`config.mk`:
```
export PLATFORM = sky130hd
export DESIGN_NAME = xbar_switch_alloc
export DESIGN_NICKNAME = d
export VERILOG_FILES = /design/src/rtl/xbar_switch_alloc.sv
export SDC_FILE = /design/constraint.sdc
export NUM_CORES = 1
export LEC_CHECK = 0
export BUFFER_PORTS_ARGS = -buffer_cell sky130_fd_sc_hd__buf_2
export CAP_MARGIN = 20
export CORE_MARGIN = 1
export CORE_UTILIZATION = 28
export CTS_CLUSTER_DIAMETER = 200
export DETAILED_ROUTE_END_ITERATION = 8
export GPL_TIMING_DRIVEN = 0
export MAX_ROUTING_LAYER = met4
export PLACE_DENSITY = 0.46
export SLEW_MARGIN = 20
export SYNTH_ARGS = -nofsm -noshare
export SYNTH_HDL_FRONTEND = slang
export SYNTH_SLANG_ARGS = --single-unit
```
`constraint.sdc`:
```
create_clock -name clk -period 6.5 [get_ports clk]
set_input_delay 0.975 -clock clk [delete_from_list [all_inputs] [get_ports clk]]
set_output_delay 0.975 -clock clk [all_outputs]
set_load 0.005 [all_outputs]
```
`src/rtl/xbar_switch_alloc.sv`:
```
// xbar_switch_alloc: registered round-robin switch allocator for the 6-port router crossbar.
// Define XBAR_ALLOC_LOCK_EN to hold an output for a whole packet (wormhole lock).
module xbar_switch_alloc #(
  parameter int NUM_PORT     = 6,
  parameter int LOG_NUM_PORT = 3
) (
  input  logic                         clk,
  input  logic                         reset,
  input  logic [NUM_PORT*NUM_PORT-1:0] reqVector,
  input  logic [NUM_PORT-1:0]          tailVector,
  input  logic [NUM_PORT-1:0]          outReady,
  output logic [NUM_PORT*NUM_PORT-1:0] allocVector,
  output logic [NUM_PORT-1:0]          grantVector
);

  localparam logic [LOG_NUM_PORT:0]   PORT_CNT = (LOG_NUM_PORT+1)'(NUM_PORT);
  localparam logic [LOG_NUM_PORT-1:0] LAST_IDX = LOG_NUM_PORT'(NUM_PORT - 1);

  logic [NUM_PORT-1:0]          maskedReq [NUM_PORT];
  logic [NUM_PORT-1:0]          eligible  [NUM_PORT];  // eligible[output][input]
  logic [LOG_NUM_PORT-1:0]      ptrQ      [NUM_PORT];
  logic [LOG_NUM_PORT-1:0]      ptrNext   [NUM_PORT];
  logic [NUM_PORT*NUM_PORT-1:0] allocNext;
  logic [NUM_PORT-1:0]          grantNext;

`ifdef XBAR_ALLOC_LOCK_EN
  logic [NUM_PORT-1:0]     lockValidQ;
  logic [NUM_PORT-1:0]     lockValidNext;
  logic [LOG_NUM_PORT-1:0] lockOwnerQ    [NUM_PORT];
  logic [LOG_NUM_PORT-1:0] lockOwnerNext [NUM_PORT];
`else
  logic unusedTail;
  assign unusedTail = ^tailVector;
`endif

  function automatic logic [LOG_NUM_PORT-1:0] nextPtr(input logic [LOG_NUM_PORT-1:0] p);
    return (p == LAST_IDX) ? {LOG_NUM_PORT{1'b0}} : p + LOG_NUM_PORT'(1);
  endfunction

  // Keep only the lowest-index output requested by each input row
  always_comb begin
    for (int i = 0; i < NUM_PORT; i++) begin
      maskedReq[i] = reqVector[i*NUM_PORT +: NUM_PORT]
                   & (~reqVector[i*NUM_PORT +: NUM_PORT] + {{(NUM_PORT-1){1'b0}}, 1'b1});
    end
  end

  // Per-output eligibility: masked request, downstream ready, and lock ownership
  always_comb begin
    for (int j = 0; j < NUM_PORT; j++) begin
      for (int i = 0; i < NUM_PORT; i++) begin
`ifdef XBAR_ALLOC_LOCK_EN
        eligible[j][i] = maskedReq[i][j] & outReady[j]
                       & (~lockValidQ[j] | (lockOwnerQ[j] == LOG_NUM_PORT'(i)));
`else
        eligible[j][i] = maskedReq[i][j] & outReady[j];
`endif
      end
    end
  end

  // Round-robin pick per output plus next pointer / lock state
  always_comb begin
    logic                    found;
    logic                    hit;
    logic [LOG_NUM_PORT:0]   sum;
    logic [LOG_NUM_PORT:0]   wrapped;
    logic [LOG_NUM_PORT-1:0] winIdx;
    found     = 1'b0;
    hit       = 1'b0;
    sum       = '0;
    wrapped   = '0;
    winIdx    = '0;
    allocNext = '0;
    grantNext = '0;
    ptrNext   = ptrQ;
`ifdef XBAR_ALLOC_LOCK_EN
    lockValidNext = lockValidQ;
    lockOwnerNext = lockOwnerQ;
`endif
    for (int j = 0; j < NUM_PORT; j++) begin
      found  = |eligible[j];
      winIdx = '0;
      // Scan offsets downward so the candidate nearest the pointer is taken last
      for (int off = NUM_PORT - 1; off >= 0; off--) begin
        sum     = {1'b0, ptrQ[j]} + (LOG_NUM_PORT+1)'(off);
        wrapped = (sum >= PORT_CNT) ? sum - PORT_CNT : sum;
        winIdx  = eligible[j][wrapped[LOG_NUM_PORT-1:0]] ? wrapped[LOG_NUM_PORT-1:0] : winIdx;
      end
      for (int i = 0; i < NUM_PORT; i++) begin
        hit                     = found & (winIdx == LOG_NUM_PORT'(i));
        allocNext[i*NUM_PORT+j] = hit;
        grantNext[i]            = grantNext[i] | hit;
      end
      if (found) begin
`ifdef XBAR_ALLOC_LOCK_EN
        lockOwnerNext[j] = winIdx;
        lockValidNext[j] = ~tailVector[winIdx];
        ptrNext[j]       = tailVector[winIdx] ? nextPtr(winIdx) : ptrQ[j];
`else
        ptrNext[j] = nextPtr(winIdx);
`endif
      end else begin
        ptrNext[j] = ptrQ[j];
      end
    end
  end

  // Output and pointer registers
  always_ff @(posedge clk or posedge reset) begin
    if (reset) begin
      allocVector <= '0;
      grantVector <= '0;
      for (int j = 0; j < NUM_PORT; j++) begin
        ptrQ[j] <= '0;
      end
    end else begin
      allocVector <= allocNext;
      grantVector <= grantNext;
      ptrQ        <= ptrNext;
    end
  end

`ifdef XBAR_ALLOC_LOCK_EN
  // Wormhole lock registers
  always_ff @(posedge clk or posedge reset) begin
    if (reset) begin
      lockValidQ <= '0;
      for (int j = 0; j < NUM_PORT; j++) begin
        lockOwnerQ[j] <= '0;
      end
    end else begin
      lockValidQ <= lockValidNext;
      lockOwnerQ <= lockOwnerNext;
    end
  end
`endif

endmodule

```
==> impl_metrics.env, run 1 <==
export IMPL_run_status="completed"
export IMPL_rsz0062_at_grt="no"
export IMPL_ys_warnings_count=0
export IMPL_cts_root_buf="sky130_fd_sc_hd__clkbuf_16"
export IMPL_grt_pass1_vias=8815
export IMPL_totalWireLength_um=32730
export IMPL_die_height_um=177.6
export IMPL_syn_inst=1109
export IMPL_min_period_ns=5.160
export IMPL_finish_utilization_pct=32.97
export IMPL_io_pin_count=92
export IMPL_final_design_area_excluding_fillers_sq_um=9877
export IMPL_layout_cells_most_common="sky130_fd_sc_hd__buf_2"
export IMPL_detailedRoute_firstIterationViolations=941
export IMPL_finalMaxSlewViolations=0
export IMPL_max_clock_freq_mhz=193.8
export IMPL_layout_cells_non_filler=1604
export IMPL_post_synth_main_area_contributors="sky130_fd_sc_hd__dfrtp_1 17%, sky130_fd_sc_hd__ha_1 8.5%, sky130_fd_sc_hd__nand2_1 3.7%"
export IMPL_die_w_um=177.6
export IMPL_cts_htree_levels=3
export IMPL_initial_utilization_pct=28.83
export IMPL_post_cts_resized=0
export IMPL_number_of_synthesized_flops_with_an_enable_pin=0
export IMPL_grt_overflow_total=0
export IMPL_ant_nets=0
export IMPL_post_cts_hold_buffer_count=0
export IMPL_number_of_endpoints_failing_setup_at_the_final_stage=0
export IMPL_cellLeakagePower_uw=0.004276
export IMPL_post_place_cells=1584
export IMPL_maxCapViolCount=0
export IMPL_syn_avg_cell_area_sq_um=7.787
export IMPL_worstMarginPinSlew_ns=1.105
export IMPL_cts_buffers=9
export IMPL_cts_path_max_buffers=2
export IMPL_crit_type="reg -> reg"
export IMPL_cts_tree="done"
export IMPL_max_vdd_ir_drop_mv=0.1490
export IMPL_drt_pass1_iter_count=6
export IMPL_power_density_nw_per_um2=452.2
export IMPL_arrival_ns=5.35
export IMPL_critical_path_required_ns=6.69
export IMPL_final_stage_net_count=1315
export IMPL_yosys_area_top_type="sky130_fd_sc_hd__dfrtp_1"
export IMPL_dp_final_hpwl_um=26040
export IMPL_final_hold_violation_count=0
export IMPL_syn_num_nets=1218
export IMPL_num_rows=63
export IMPL_hp_class="in -> async"
export IMPL_endpoint_kind="register"
export IMPL_final_cycle_share_pct=79.38
export IMPL_netlist_area_sq_um=8636
export IMPL_dpl_cell_area_sq_um=9593
export IMPL_synth_yosys_seq_area_share_pct=17.39
export IMPL_clk_insertion_delay_late_ns=0.35
export IMPL_wl_per_instance_um=20.41
export IMPL_cts_repair_timing_setup_buffer_count=0
export IMPL_core_area_sq_um=29950
export IMPL_timing_critical_path_from_type="register"
export IMPL_wire_length_of_the_first_global_routing_pass_um=50870
export IMPL_via_per_inst=5.883
export IMPL_vias=9437
export IMPL_async_flop_share_pct=100.0
export IMPL_timing_clock_skew_ns=0.01130
export IMPL_die_area_sq_um=31550
export IMPL_yosys_register_bits=60
export IMPL_place_gp_congestion=0.9769
export IMPL_crit_path_max_fanout=11
export IMPL_cts_clk_slew_worst_paths_ns=0.06
export IMPL_fin_tns_setup_ns=0
export IMPL_track_usage_pct=21.55
export IMPL_clock_sinks=60
export IMPL_portBuffers=84
export IMPL_most_common_layout_cells="100 x sky130_fd_sc_hd__buf_2, 84 x sky130_fd_sc_hd__nand2_1, 61 x sky130_fd_sc_hd__a21oi_1"
export IMPL_synth_cell_type_count=95
export IMPL_area_share_of_the_largest_cell_type_after_synthesis_pct=17.39
export IMPL_relSlewSlack_pct=25.30
export IMPL_area_growth_syn_to_layout_pct=14.37
export IMPL_initial_antenna_violation_count=3
export IMPL_fillers=3260
export IMPL_remaining_drc_errors=0
export IMPL_post_route_cells_drive_above_1_share_pct=14.20
export IMPL_grt_start_max_net_pins=48
export IMPL_most_used_flip_flop_cell_after_synthesis="sky130_fd_sc_hd__dfrtp_1"
[per-stage QoR]
stage          total power, uW  worst slack (ns)  hold slack (ns)
3_5_place_dp              3945             1.282           0.6899
2_1_floorplan             3022             2.296           0.6217
3_3_place_gp              3957             1.260           0.6741
5_1_grt                   4854            0.9994           0.5650
6_report                  4466             1.340           0.5483
4_1_cts                   4432             1.437           0.5518
[where the power goes]
| group | internal, uW | switching, uW |
|---|---|---|
| Clock | 267 | 197 |
| Combinational | 1240 | 2140 |
| Sequential | 493 | 129 |
[sequential cells by signal (all words and copies together) (netlist names)]
signal	cells
allocVector	36
ptrQ	18
grantVector	6
[area by class of cell]
| cell class | instances | area [sq um] | share of cell area, % |
|---|---|---|---|
| Multi-Input combinational cell | 939 | 6714 | 67.98 |
| Sequential cell | 60 | 1501 | 15.20 |
| Tap cell | 390 | 488.0 | 4.940 |
| Timing Repair Buffer | 86 | 452.9 | 4.586 |
| Buffer | 60 | 251.5 | 2.546 |
| Clock buffer | 12 | 246.5 | 2.496 |
| Inverter | 50 | 190.2 | 1.926 |
| Clock inverter | 4 | 25.02 | 0.2534 |
| Antenna cell | 3 | 7.507 | 0.07601 |
[metal layers]
metal	routed length, um	GRT usage (%)	share of wire [%]	vias to the layer above
li1	-	-	-	4464
met1	15020	28.44	46	4577
met2	14690	33.33	45	332
met3	1806	2.592	5.5	64
met4	1216	8.547	3.7	0
met5	0	-	0	-
[critical path, cell delays in order, from the launching register on]
cell                       delay, ns
sky130_fd_sc_hd__dfrtp_1        0.43
sky130_fd_sc_hd__clkbuf_1       0.41
sky130_fd_sc_hd__inv_1          0.23
sky130_fd_sc_hd__clkbuf_1       0.35
sky130_fd_sc_hd__ha_1           0.30
sky130_fd_sc_hd__nor2b_1        0.13
sky130_fd_sc_hd__or3_1          0.41
sky130_fd_sc_hd__nand2_1        0.16
sky130_fd_sc_hd__mux4_2         0.54
sky130_fd_sc_hd__a21oi_1        0.36
sky130_fd_sc_hd__nor4_1         0.14
sky130_fd_sc_hd__a211oi_1       0.45
sky130_fd_sc_hd__nor2_1         0.10
sky130_fd_sc_hd__ha_1           0.19
sky130_fd_sc_hd__nor2b_1        0.16
sky130_fd_sc_hd__or4b_1         0.62
[cell usage after synthesis, types with 9 or more instances]
cell	number
sky130_fd_sc_hd__dfrtp_1	60
sky130_fd_sc_hd__o31ai_1	14
sky130_fd_sc_hd__nand2_1	84
sky130_fd_sc_hd__and2_1	24
sky130_fd_sc_hd__or4_1	12
sky130_fd_sc_hd__xnor2_1	12
sky130_fd_sc_hd__nor2b_1	17
sky130_fd_sc_hd__xor2_1	15
sky130_fd_sc_hd__o21ai_0	50
sky130_fd_sc_hd__and3_1	27
sky130_fd_sc_hd__nor4_1	17
sky130_fd_sc_hd__buf_2	15
sky130_fd_sc_hd__a21oi_1	61
sky130_fd_sc_hd__a211oi_1	26
sky130_fd_sc_hd__mux2_2	10
sky130_fd_sc_hd__nor2_1	59
sky130_fd_sc_hd__inv_1	50
sky130_fd_sc_hd__or3_1	13
sky130_fd_sc_hd__nand3b_1	13
sky130_fd_sc_hd__a211o_1	10
sky130_fd_sc_hd__nand3_1	35
sky130_fd_sc_hd__o21bai_1	10
sky130_fd_sc_hd__mux2i_1	29
sky130_fd_sc_hd__nand2b_1	30
sky130_fd_sc_hd__clkbuf_1	41
sky130_fd_sc_hd__nor4b_1	10
sky130_fd_sc_hd__a21o_1	14
sky130_fd_sc_hd__ha_1	59
sky130_fd_sc_hd__nor3_1	38
sky130_fd_sc_hd__o211ai_1	25
sky130_fd_sc_hd__nand4_1	12
sky130_fd_sc_hd__o22ai_1	13
sky130_fd_sc_hd__a22oi_1	9
[cell families (layout without fill, tap and decap cells)]
family / after synthesis / count (layout) / synth area share (%)
AND/OR/NAND/NOR: 450 / 450 / 30.05
XOR/XNOR: 28 / 28 / 2.927
other: 0 / 3 / 0
AO/OA/AOI/OAI: 356 / 356 / 29.64
buffers and inverters: 110 / 212 / 5.085
multiplexers: 46 / 46 / 6.361
adder cells (fa/ha/maj): 59 / 59 / 8.548
flip-flops: 60 / 60 / 17.39
[path summary, 6_finish.rpt]
| check | cells after the start | from | to | slack [ns] |
|---|---|---|---|---|
| worst max-delay path | 15 | ptrQ[6]$_DFFE_PP0P_ | grantVector[3]$_DFF_PP0_ | 1.34 |
| worst min-delay path | 2 | reset | allocVector[32]$_DFF_PP0_ | 0.55 |
| worst max register to register | 15 | ptrQ[6]$_DFFE_PP0P_ | grantVector[3]$_DFF_PP0_ | 1.34 |
| worst min register to register | 1 | ptrQ[1]$_DFFE_PP0P_ | ptrQ[1]$_DFFE_PP0P_ | 0.70 |
| max in group asynchronous | 3 | reset | grantVector[2]$_DFF_PP0_ | 5.40 |
| min in group clk | 1 | ptrQ[1]$_DFFE_PP0P_ | ptrQ[1]$_DFFE_PP0P_ | 0.70 |
Power figures use the tool's default switching activity.
==> run 2: changes to the inputs <==
Clock period 6.5 ns to 5.2 ns, I/O delays scaled along.
==> impl_metrics.env, run 2 (synthesis gave the netlist of run 1 again) <==
export IMPL_core_area_sq_um=29950
export IMPL_wl_per_instance_um=20.50
export IMPL_wire_length_of_the_first_global_routing_pass_um=50870
export IMPL_remaining_drc_errors=0
export IMPL_detailedRoute_firstIterationViolations=963
export IMPL_cts_root_buf="sky130_fd_sc_hd__clkbuf_16"
export IMPL_cts_repair_timing_setup_buffer_count=0
export IMPL_crit_type="reg -> reg"
export IMPL_largest_register_ff_count=36
export IMPL_grt_pass1_vias=8815
export IMPL_largest_register="allocVector"
export IMPL_grt_start_max_net_pins=48
export IMPL_die_height_um=177.6
export IMPL_vias=9357
export IMPL_grt_use_met1_pct=28.44
export IMPL_cellLeakagePower_uw=0.004292
export IMPL_power_density_nw_per_um2=569.4
export IMPL_layout_cells_non_filler=1604
export IMPL_die_w_um=177.6
export IMPL_cts_tree="done"
export IMPL_max_vdd_ir_drop_mv=0.1850
export IMPL_most_common_layout_cells="100 x sky130_fd_sc_hd__buf_2, 84 x sky130_fd_sc_hd__nand2_1, 60 x sky130_fd_sc_hd__a21oi_1, 60 x sky130_fd_sc_hd__dfrtp_1"
export IMPL_clk_insertion_delay_late_ns=0.35
export IMPL_worstMarginPinSlew_ns=1.083
export IMPL_io_pin_count=92
export IMPL_layout_top_registers="allocVector (36), ptrQ (18), grantVector (6)"
export IMPL_final_stage_net_count=1315
export IMPL_post_cts_resized=0
export IMPL_via_per_inst=5.834
export IMPL_num_rows=63
export IMPL_critical_path_required_ns=5.39
export IMPL_max_clock_freq_mhz=205.8
export IMPL_min_period_ns=4.858
export IMPL_drt_pass1_iter_count=6
export IMPL_post_route_cells_drive_above_1_share_pct=15.11
export IMPL_clock_sinks=60
export IMPL_cts_htree_levels=3
export IMPL_post_cts_hold_buffer_count=0
export IMPL_global_route_usage_met3_pct=2.592
export IMPL_fin_tns_setup_ns=0
export IMPL_arrival_ns=5.05
export IMPL_cts_path_max_buffers=2
export IMPL_ant_nets=0
export IMPL_number_of_endpoints_failing_setup_at_the_final_stage=0
export IMPL_run_status="completed"
export IMPL_die_area_sq_um=31550
export IMPL_busiest_layer="met2"
export IMPL_final_hold_violation_count=0
export IMPL_dp_final_hpwl_um=26040
export IMPL_initial_antenna_violation_count=3
export IMPL_area_growth_syn_to_layout_pct=14.81
export IMPL_post_route_worst_setup_slack_ns=0.3421
export IMPL_endpoint_kind="register"
export IMPL_cts_buffers=9
export IMPL_post_place_ws_ns=0.1652
export IMPL_timing_critical_path_from_type="register"
export IMPL_crit_path_max_fanout=11
export IMPL_rsz0062_at_grt="no"
export IMPL_track_usage_pct=21.55
export IMPL_dpl_cell_area_sq_um=9593
export IMPL_final_cycle_share_pct=93.42
export IMPL_grt_overflow_total=0
export IMPL_portBuffers=84
export IMPL_final_design_area_excluding_fillers_sq_um=9915
export IMPL_relSlewSlack_pct=26.77
export IMPL_layout_cells_most_common="sky130_fd_sc_hd__buf_2"
export IMPL_grt_use_met2_pct=33.33
export IMPL_cts_clk_slew_worst_paths_ns=0.06
export IMPL_finalMaxSlewViolations=0
export IMPL_initial_utilization_pct=28.83
export IMPL_post_place_cells=1584
export IMPL_totalWireLength_um=32890
export IMPL_hp_class="in -> async"
export IMPL_timing_clock_skew_ns=0.01067
export IMPL_place_gp_congestion=0.9769
export IMPL_maxCapViolCount=0
-- run 2: metrics by stage --
step / total power [uW] / hold WS [ns] / util (%)
2_1_floorplan: 3778 / 0.6217 / -
3_3_place_gp: 4946 / 0.6741 / 31.86
3_5_place_dp: 4931 / 0.6899 / 32.03
4_1_cts: 5540 / 0.3568 / 32.93
5_1_grt: 6120 / 0.3700 / 33.10
6_report: 5646 / 0.3535 / 33.10
-- run 2: routing by layer --
layer	part of all wire (%)	wire, um	vias to the layer above
met3	5.4	1788	57
met4	3.4	1116	0
met1	46	15230	4511
met5	0	0	-
met2	45	14750	323
li1	-	-	4466
-- run 2: power breakdown --
group	total, uW	leakage [uW]	internal [uW]	switching [uW]
registers	779	0.000785	616	163
logic	4290	0.00338	1570	2720
clock network	578	0.000129	334	244
total	5650	0.00429	2520	3120
-- run 2: worst paths after layout --
check,to,cells past startpoint,slack (ns),startpoint
worst max-delay path,grantVector[3]$_DFF_PP0_,16,0.34,ptrQ[9]$_DFFE_PP0P_
worst min-delay path,allocVector[32]$_DFF_PP0_,2,0.35,reset
worst max register to register,grantVector[3]$_DFF_PP0_,16,0.34,ptrQ[9]$_DFFE_PP0P_
worst min register to register,ptrQ[1]$_DFFE_PP0P_,1,0.70,ptrQ[1]$_DFFE_PP0P_
max in group asynchronous,grantVector[2]$_DFF_PP0_,3,4.30,reset
min in group clk,ptrQ[1]$_DFFE_PP0P_,1,0.70,ptrQ[1]$_DFFE_PP0P_
-- run 2: final cells by class --
| cell class | count | area, sq um |
|---|---|---|
| plain buffers | 60 | 256.5 |
| clock inverters | 4 | 25.02 |
| inverters | 50 | 190.2 |
| fillers | 3260 | 20040 |
| diodes | 3 | 7.507 |
| well taps | 390 | 488.0 |
| clock buffers | 12 | 246.5 |
| repair buffers | 86 | 452.9 |
| flip-flops and latches | 60 | 1501 |
| multi-input cells | 939 | 6746 |
-- run 2: critical path, stage by stage (launching register included) --
cell and delay [ns]:
sky130_fd_sc_hd__dfrtp_1 0.42, sky130_fd_sc_hd__clkbuf_1 0.30, sky130_fd_sc_hd__inv_1 0.15, sky130_fd_sc_hd__buf_2 0.24, sky130_fd_sc_hd__ha_1 0.32, sky130_fd_sc_hd__buf_2 0.21
sky130_fd_sc_hd__nand3_1 0.12, sky130_fd_sc_hd__mux2i_2 0.35, sky130_fd_sc_hd__mux2_2 0.40, sky130_fd_sc_hd__a221oi_2 0.40, sky130_fd_sc_hd__nand2_1 0.09, sky130_fd_sc_hd__o311ai_1 0.52
sky130_fd_sc_hd__nor2_1 0.11, sky130_fd_sc_hd__ha_1 0.19, sky130_fd_sc_hd__and2_1 0.17, sky130_fd_sc_hd__nor3_1 0.18, sky130_fd_sc_hd__or4b_1 0.52
==> run 3: changes to the inputs <==
Settings changed: GPL_TIMING_DRIVEN 0 to not set.
==> impl_metrics.env, run 3 (synthesis gave the netlist of run 1 again) <==
export IMPL_run_status="completed"
export IMPL_grt_overflow_total=0
export IMPL_crit_type="reg -> reg"
export IMPL_relSlewSlack_pct=27.21
export IMPL_cts_buffers=9
export IMPL_cts_root_buf="sky130_fd_sc_hd__clkbuf_16"
export IMPL_cts_htree_levels=3
export IMPL_cts_clk_slew_worst_paths_ns=0.06
export IMPL_post_place_cells=1546
export IMPL_dp_final_hpwl_um=24520
export IMPL_critical_path_endpoint="grantVector[3]$_DFF_PP0_"
export IMPL_rr_worst_depth=13
export IMPL_clock_sinks=60
export IMPL_arrival_ns=4.59
export IMPL_layout_cells_most_common="sky130_fd_sc_hd__buf_2"
export IMPL_track_usage_pct=20.22
export IMPL_setup_reg_to_reg_worst_slack_ns=0.82
export IMPL_cts_repair_timing_setup_buffer_count=0
export IMPL_totalWireLength_um=31030
export IMPL_maxCapViolCount=0
export IMPL_worstMarginPinSlew_ns=1.077
export IMPL_die_height_um=177.6
export IMPL_die_area_sq_um=31550
export IMPL_vias=9117
export IMPL_layout_cells_non_filler=1571
export IMPL_timing_clock_skew_ns=0.01343
export IMPL_post_route_cells_drive_above_1_share_pct=15.02
export IMPL_final_stage_net_count=1276
export IMPL_wl_per_instance_um=19.75
export IMPL_post_cts_resized=0
export IMPL_wire_length_of_the_first_global_routing_pass_um=47980
export IMPL_detailedRoute_firstIterationViolations=967
export IMPL_fin_tns_setup_ns=0
export IMPL_max_clock_freq_mhz=228.4
export IMPL_place_gp_congestion=0.9231
export IMPL_timing_critical_path_from_type="register"
export IMPL_io_pin_count=92
export IMPL_crit_path_max_fanout=11
export IMPL_p_total_uw=5500
export IMPL_most_common_layout_cells="85 x sky130_fd_sc_hd__buf_2, 84 x sky130_fd_sc_hd__nand2_1, 61 x sky130_fd_sc_hd__a21oi_1"
export IMPL_remaining_drc_errors=0
export IMPL_final_hold_violation_count=0
export IMPL_die_w_um=177.6
export IMPL_num_rows=63
export IMPL_via_per_inst=5.803
export IMPL_portBuffers=85
export IMPL_power_density_nw_per_um2=562.6
export IMPL_cellLeakagePower_uw=0.004253
export IMPL_worstSetupStartpoint="ptrQ[10]$_DFFE_PP0P_"
export IMPL_ant_nets=0
export IMPL_post_place_ws_ns=0.7703
export IMPL_largest_register="allocVector"
export IMPL_clk_insertion_delay_late_ns=0.35
export IMPL_core_area_sq_um=29950
export IMPL_area_growth_syn_to_layout_pct=13.21
export IMPL_hp_class="in -> async"
export IMPL_post_cts_hold_buffer_count=0
export IMPL_critical_path_required_ns=5.41
export IMPL_r2r_start="ptrQ[10]$_DFFE_PP0P_"
export IMPL_post_route_worst_setup_slack_ns=0.8226
export IMPL_finalMaxSlewViolations=0
export IMPL_r2r_end="grantVector[3]$_DFF_PP0_"
export IMPL_drt_pass1_iter_count=6
export IMPL_final_cycle_share_pct=84.18
export IMPL_largest_register_ff_count=36
export IMPL_initial_antenna_violation_count=5
export IMPL_dpl_cell_area_sq_um=9463
export IMPL_rsz0062_at_grt="no"
export IMPL_cts_path_max_buffers=2
export IMPL_endpoint_kind="register"
export IMPL_cts_tree="done"
export IMPL_number_of_endpoints_failing_setup_at_the_final_stage=0
export IMPL_grt_pass1_vias=8575
export IMPL_max_vdd_ir_drop_mv=0.1745
export IMPL_final_design_area_excluding_fillers_sq_um=9777
export IMPL_initial_utilization_pct=28.83
export IMPL_layout_top_registers="allocVector (36), ptrQ (18), grantVector (6)"
export IMPL_min_period_ns=4.377
export IMPL_grt_start_max_net_pins=61
-- run 3: cell types whose count changed in the layout (fill, tap and decap cells not counted), moves of 2 or more --
cell | before | now
sky130_fd_sc_hd__mux2i_1 | 27 | 29
sky130_fd_sc_hd__buf_4 | 2 | 22
sky130_fd_sc_hd__clkbuf_1 | 39 | 0
sky130_fd_sc_hd__diode_2 | 3 | 9
sky130_fd_sc_hd__buf_1 | 2 | 0
sky130_fd_sc_hd__buf_2 | 100 | 85
sky130_fd_sc_hd__inv_6 | 0 | 2
sky130_fd_sc_hd__nor4b_1 | 7 | 9
sky130_fd_sc_hd__mux2i_2 | 2 | 0
sky130_fd_sc_hd__clkbuf_2 | 4 | 0
sky130_fd_sc_hd__nor4b_2 | 4 | 2
-- run 3: layer usage --
| metal | share of wire (%) | vias to the layer above | track usage (%) |
|---|---|---|---|
| met4 | 3.4 | 0 | 7.550 |
| met2 | 44 | 275 | 30.94 |
| li1 | - | 4399 | - |
| met5 | 0 | - | - |
| met1 | 47 | 4392 | 26.59 |
| met3 | 5.1 | 51 | 3.299 |
-- run 3: worst min-delay path by stage --
| stage | start | endpoint | cells past startpoint | slack (ns) |
|---|---|---|---|---|
| final | reset | ptrQ[6]$_DFFE_PP0P_ | 3 | 0.69 |
| after detailed placement | ptrQ[11]$_DFFE_PP0P_ | ptrQ[11]$_DFFE_PP0P_ | 2 | 0.67 |
| after global routing | ptrQ[11]$_DFFE_PP0P_ | ptrQ[11]$_DFFE_PP0P_ | 2 | 0.74 |
| after floorplan | ptrQ[1]$_DFFE_PP0P_ | ptrQ[1]$_DFFE_PP0P_ | 1 | 0.62 |
| after global placement | ptrQ[11]$_DFFE_PP0P_ | ptrQ[11]$_DFFE_PP0P_ | 2 | 0.68 |
| after CTS | ptrQ[11]$_DFFE_PP0P_ | ptrQ[11]$_DFFE_PP0P_ | 2 | 0.68 |
-- run 3: per-stage QoR --
step	utilization, %	hold slack, ns
6_report	32.64	0.6858
2_1_floorplan	-	0.6217
5_1_grt	32.64	0.7360
3_3_place_gp	31.59	0.6767
4_1_cts	32.54	0.6810
3_5_place_dp	31.59	0.6717
-- run 3: report_power, final --
| group | total, uW | internal [uW] | switching (uW) |
|---|---|---|---|
| Sequential | 808 | 615 | 193 |
| Combinational | 4100 | 1570 | 2530 |
| Clock | 589 | 339 | 250 |
-- run 3: final cells by class --
type	instances	area, sq um
fillers	3257	20180
multi-input cells	939	6701
flip-flops and latches	60	1501
repair buffers	107	590.6
well taps	390	488.0
clock buffers	10	239.0
inverters	50	187.7
clock inverters	6	46.29
diodes	9	22.52
-- run 3: critical path: stages (launching register included) --
cell and delay, ns:
sky130_fd_sc_hd__dfrtp_1 0.57, sky130_fd_sc_hd__ha_1 0.45, sky130_fd_sc_hd__xor2_2 0.25, sky130_fd_sc_hd__mux2i_1 0.52, sky130_fd_sc_hd__mux2_2 0.42, sky130_fd_sc_hd__a221oi_2 0.39, sky130_fd_sc_hd__or3_1 0.19, sky130_fd_sc_hd__nand2_1 0.07
sky130_fd_sc_hd__nor3_1 0.38, sky130_fd_sc_hd__nor2_1 0.09, sky130_fd_sc_hd__ha_1 0.19, sky130_fd_sc_hd__and2_1 0.15, sky130_fd_sc_hd__nor3_1 0.14, sky130_fd_sc_hd__or4b_1 0.44
